--- src/rtl/multi_rate_counter_pkg.sv ---
// multi_rate_counter_pkg: digit limits and active-low seven-segment glyphs (bit order g..a)
package multi_rate_counter_pkg;
  typedef logic [3:0] digit_t;
  typedef logic [6:0] seg_t;
  localparam digit_t BCD_MAX = 4'd9;
  localparam digit_t HEX_MAX = 4'd15;
  localparam seg_t SEG_0 = 7'b1000000;
  localparam seg_t SEG_1 = 7'b1111001;
  localparam seg_t SEG_2 = 7'b0100100;
  localparam seg_t SEG_3 = 7'b0110000;
  localparam seg_t SEG_4 = 7'b0011001;
  localparam seg_t SEG_5 = 7'b0010010;
  localparam seg_t SEG_6 = 7'b0000010;
  localparam seg_t SEG_7 = 7'b1111000;
  localparam seg_t SEG_8 = 7'b0000000;
  localparam seg_t SEG_9 = 7'b0010000;
  localparam seg_t SEG_A = 7'b0001000;
  localparam seg_t SEG_B = 7'b0000011;
  localparam seg_t SEG_C = 7'b1000110;
  localparam seg_t SEG_D = 7'b0100001;
  localparam seg_t SEG_E = 7'b0000110;
  localparam seg_t SEG_F = 7'b0001110;
  localparam logic [15:0][6:0] SEG_LUT = {SEG_F, SEG_E, SEG_D, SEG_C, SEG_B, SEG_A, SEG_9, SEG_8,
                                          SEG_7, SEG_6, SEG_5, SEG_4, SEG_3, SEG_2, SEG_1, SEG_0};
  function automatic digit_t digit_max(input bit decimal);
    return decimal ? BCD_MAX : HEX_MAX;
  endfunction
endpackage

--- src/rtl/multi_rate_counter_hex_seg_decoder.sv ---
// hex_seg_decoder: one 4-bit digit to an active-low seven-segment glyph
module hex_seg_decoder
  import multi_rate_counter_pkg::*;
(
  input  logic [3:0] digit,
  output logic [6:0] seg
);
  assign seg = SEG_LUT[digit];
endmodule

--- src/rtl/multi_rate_counter.sv ---
// multi_rate_counter: N-digit hex/BCD up/down counter stepped by a selectable-rate divider,
// with synchronous load, full-rollover pulse and per-digit seven-segment outputs.
module multi_rate_counter
  import multi_rate_counter_pkg::*;
#(
  parameter int                DIGITS  = 4,
  parameter bit                DECIMAL = 1'b0,
  parameter int                DIV_W   = 28,
  parameter logic [DIV_W-1:0]  RATE0   = DIV_W'(0),
  parameter logic [DIV_W-1:0]  RATE1   = DIV_W'(29999999),
  parameter logic [DIV_W-1:0]  RATE2   = DIV_W'(49999999),
  parameter logic [DIV_W-1:0]  RATE3   = DIV_W'(99999999)
) (
  input  logic                  CLOCK_50,
  input  logic                  reset,
  input  logic                  enable,
  input  logic [1:0]            rate_sel,
  input  logic                  up_down,
  input  logic                  load,
  input  logic [4*DIGITS-1:0]   load_val,
  output logic [4*DIGITS-1:0]   count,
  output logic                  tick,
  output logic                  wrap,
  output logic [7*DIGITS-1:0]   HEX
);
  localparam digit_t MAX = digit_max(DECIMAL);
  logic [DIV_W-1:0] div_cnt, reload;
  logic [1:0] rate_q;
  logic rate_chg;
  logic [DIGITS:0] carry;
  logic [4*DIGITS-1:0] stepped, load_fix;
  assign reload = rate_sel == 2'd0 ? RATE0 : rate_sel == 2'd1 ? RATE1 : rate_sel == 2'd2 ? RATE2 : RATE3;
  assign rate_chg = rate_sel != rate_q;
  assign tick = enable & ~reset & (div_cnt == '0) & ~rate_chg;
  // a rate change restarts the period from the new reload so the first new tick is a full period away
  always_ff @(posedge CLOCK_50 or posedge reset)
    if (reset) begin
      div_cnt <= '0;
      rate_q  <= '0;
    end else begin
      rate_q <= rate_sel;
      if (enable) div_cnt <= (rate_chg || div_cnt == '0) ? reload : div_cnt - DIV_W'(1);
    end
  assign carry[0] = 1'b1;
  for (genvar i = 0; i < DIGITS; i++) begin : g_digit
    logic [3:0] d;
    logic at_edge;
    assign d = count[4*i+:4];
    assign at_edge = up_down ? d == MAX : d == 4'd0;
    assign carry[i+1] = carry[i] & at_edge;
    assign stepped[4*i+:4] = !carry[i] ? d : at_edge ? (up_down ? 4'd0 : MAX) : up_down ? d + 4'd1 : d - 4'd1;
    assign load_fix[4*i+:4] = (DECIMAL && load_val[4*i+:4] > BCD_MAX) ? 4'd0 : load_val[4*i+:4];
    hex_seg_decoder u_seg (.digit(d), .seg(HEX[7*i+:7]));
  end
  always_ff @(posedge CLOCK_50 or posedge reset)
    if (reset) begin
      count <= '0;
      wrap  <= 1'b0;
    end else begin
      count <= load ? load_fix : tick ? stepped : count;
      wrap  <= ~load & tick & carry[DIGITS];
    end
endmodule

--- config.mk ---
export PLATFORM = sky130hd
export DESIGN_NAME = multi_rate_counter
export DESIGN_NICKNAME = d
export VERILOG_FILES = /design/src/rtl/multi_rate_counter_pkg.sv /design/src/rtl/multi_rate_counter_hex_seg_decoder.sv /design/src/rtl/multi_rate_counter.sv
export SDC_FILE = /design/constraint.sdc
export NUM_CORES = 1
export LEC_CHECK = 0
export BUFFER_PORTS_ARGS = -buffer_cell sky130_fd_sc_hd__clkbuf_2
export CAP_MARGIN = 20
export CORE_UTILIZATION = 63
export CTS_CLUSTER_SIZE = 24
export DETAILED_ROUTE_END_ITERATION = 12
export PLACE_DENSITY_LB_ADDON = 0.25
export SLEW_MARGIN = 20
export SYNTH_ARGS = -nofsm -noshare
export SYNTH_HDL_FRONTEND = slang
export SYNTH_HIERARCHICAL = 1
export SYNTH_SLANG_ARGS = --single-unit
export TNS_END_PERCENT = 1
--- constraint.sdc ---
create_clock -name CLOCK_50 -period 7.12 [get_ports CLOCK_50]
set_input_delay 1.424 -clock CLOCK_50 [delete_from_list [all_inputs] [get_ports CLOCK_50]]
set_output_delay 1.424 -clock CLOCK_50 [all_outputs]
set_load 0.01 [all_outputs]
==> results.md <==
- Outcome: finished clean
- Vias/cell: 6.31
- Die H: 88.4 microns
- Setup CP Type: input port to output port
- Cells along the critical path: clkbuf_2 -> inv_2 -> buf_4 -> nand4_1 -> nor3_1 -> clkbuf_2
- Initial Util: 64.9%
- HPWL after DPL: 7930 microns
- Clk network pwr share: 21.5%
- Least-Margin Pin Slew: 0.754 ns
- Final WS setup: 2.78 ns
- Post-Synthesis Cells: 545
- CP delay by family, top: buffers and inverters
- DRC viols: 0
- Hold Slack: 0.532 ns
- Register area share after synthesis: 25.0%
- Cts-stage hold buffer count: 0
- Final instance area: 5150 sq um
- Net Switching: 318 uW
- Bufs on Longest Clock Path: 2
- ANT nets after route: 0
- Final Hold Viols: 0
- Fin crit share: 60.9%
- DR iter-0 viols: 264
- Most common cell after layout, fill and taps aside: clkbuf_2
- Via count: 4380
- CTS tree: done
- Max Cap Violations: 0
- Crit Path Max Fanout: 48
- Slowest cell on crit path: buf_4
- Cell variety after synth: 69
- Internal: 521 uW
- Setup violators final: 0
- Hold path depth: 1
- GR Layer Usage met3: 3.82%
- Avg Cell Area, Syn: 8.64 sq um
- Hold crit path type: flop to flop
- Finished Layout Cells: 694
- Gr usage total: 29.4%
- Post-synth EDFFs: 0
- Sw Share: 37.9%
- Worst EP required: 5.70 ns
- Crit path launch type: input port
- Total grt overflow: 0
- Clk_lat worst skew: 0.30 ns
- RSZ-0062 raised after global routing: no
- Diode count: 0
- Pleak: 2.33 nW
- Global-route wire length before repair: 18300 microns
- Syn nets: 616
- Seq cells post-synth: 47
- Clock sinks: 47
- Pre-CTS setup slack: 2.79 ns
- H-tree levels: 2
- Most frequent cells in the layout: 68 x clkbuf_2, 50 x nor2_1, 47 x dfrtp_1, 44 x ha_1, 38 x nand2_1
- Sequential group share of total power: 43.5%
- Std-Cell Rows: 31
- Initial antenna violation count: 0
- M2 GR Usage: 50.9%
- Vias in the first global route: 3919
- Mapped Area: 4710 sq um
- Met1 Track Usage GR: 39.1%
- Delay of the slowest critical-path stage: 0.49 ns
- Final Max Tran Viols: 0
- Yosys warns: 6
- CORE AREA: 7250 sq um
- DR WL/cell: 16.0 microns
- Final nets: 665
- Setup bufs post-CTS: 0
- Placed Area: 5040 sq um
- Ys async rst share: 100%
- Die area: 7820 sq um
- I/O pins: 69
- Gates resized, CTS repair: 0
- Power Density: 163 nW/um^2
- Buffers on Ports: 68
- Total negative setup slack: 0 ns
- Largest net degree at the start of global routing: 49
- Reg2Reg Depth: 5
- Fmax: 230 MHz
- Main synth FF type: dfrtp_1
- Busiest grt layer: met2
- Endpoint type of the worst setup path: output port
- Fin Clk Skew: 0.00925 ns
- CP bufs+invs: 4
- Peak supply drop: 0.112 mV
- Initial DRT Pass Iterations: 5
- Area growth from synthesis to layout: 9.41%
- Placed Instances: 686
- Max-Slew Margin vs Limit: 49.4%
- CP most frequent cell: clkbuf_2
- Clock root buffer: clkbuf_8
- Fraction of layout cells with a size suffix above 1: 17.8%
- Total CTS buffers: 5
- CP Depth: 6
- Worst EP arrival: 2.91 ns
- Clk slew on worst S/H paths: 0.09 ns
- # fillers: 608
- Chip width: 88.4 microns
- Gpl congestion: 0.874
- Routed wire length: 11100 microns
- Fin crit period: 4.34 ns
- Combinational Power Share: 35.0%
==> Yosys cell counts (3+ instances only) <==
cell type | instances | area (sq um)
buf_6 | 5 | 56.3
a2111oi_0 | 4 | 35.0
fa_1 | 4 | 80.1
and2b_2 | 4 | 35.0
a22o_1 | 10 | 87.6
nor2_1 | 50 | 188
o31ai_1 | 8 | 60.1
nor3_1 | 29 | 145
and3_1 | 5 | 31.3
dfrtp_1 | 47 | 1180
or4_1 | 8 | 60.1
o21ai_0 | 36 | 180
ha_1 | 44 | 551
a211o_1 | 3 | 26.3
a21oi_1 | 19 | 95.1
nand3_1 | 12 | 60.1
mux2_2 | 6 | 67.6
a211oi_1 | 3 | 22.5
mux2i_1 | 35 | 350
nand4_1 | 10 | 62.6
a31oi_1 | 4 | 25.0
clkbuf_1 | 16 | 60.1
xor2_1 | 4 | 35.0
o211ai_1 | 4 | 30.0
buf_2 | 9 | 45.0
nor4_1 | 12 | 75.1
or3b_1 | 4 | 35.0
nand2_1 | 38 | 143
nor2b_1 | 4 | 25.0
a32o_1 | 6 | 60.1
o2bb2ai_1 | 5 | 43.8
xnor2_1 | 7 | 61.3
or2_2 | 3 | 18.8
a21o_1 | 3 | 22.5
inv_1 | 30 | 113
a221o_1 | 4 | 40.0
mux4_1 | 4 | 105
and2_1 | 3 | 18.8
a22oi_1 | 5 | 37.5
==> area by class of cell <==
type / count / area, sq um / area share, %
sequential: 47 / 1180 / 22.8
inverter: 32 / 120 / 2.33
clock buffer: 8 / 100 / 1.94
multi-input combinational: 435 / 3250 / 63.1
timing repair buffer: 73 / 378 / 7.34
tap: 99 / 124 / 2.41
==> path summary, 6_finish.rpt <==
path                             start           to  slack (ns)
setup reg to reg              count[7]     count[8]        4.53
hold / removal             div_cnt[17]  div_cnt[17]        0.53
setup / recovery                 reset         tick        2.78
max in group asynchronous        reset  div_cnt[24]        5.45
min in group asynchronous        reset   div_cnt[4]        1.25
hold reg to reg            div_cnt[17]  div_cnt[17]        0.53
==> metal layers <==
metal,share of wire (%),wire [microns]
met1,44,4870
met2,51,5630
met3,4.2,465
met4,1.4,154
met5,0,0
==> power by group through the flow <==
| stage | sequential, mW | clock [mW] | combinational, mW |
|---|---|---|---|
| global route | 0.371 | 0.194 | 0.332 |
| floorplan | 0.345 | 0 | 0.231 |
| global placement | 0.366 | 0 | 0.282 |
| finish | 0.365 | 0.180 | 0.294 |
| CTS | 0.363 | 0.185 | 0.295 |
| detailed placement | 0.368 | 0 | 0.293 |
==> through the flow <==
stage               total power [mW]  utilization, %
floorplan                      0.575               -
global placement               0.647            69.5
detailed placement             0.661            69.5
CTS                            0.843            70.9
global route                   0.897            71.0
finish                         0.839            71.0
==> registers in the layout, summed over array words and instances, names as in the netlist <==
register  flops
wrap          1
rate_q        2
div_cnt      28
count        16
==> logic make-up after synthesis <==
family | count (synthesis) | synth area share, %
adders and majority gates | 48 | 13.4
DFF | 47 | 25.0
AOI/OAI and AO/OA | 132 | 19.5
muxes | 45 | 11.1
and+or+nand+nor | 199 | 22.9
buffers and inverters | 63 | 6.06
xor gates and xnor gates | 11 | 2.05
(Power assumes the default switching activity.)
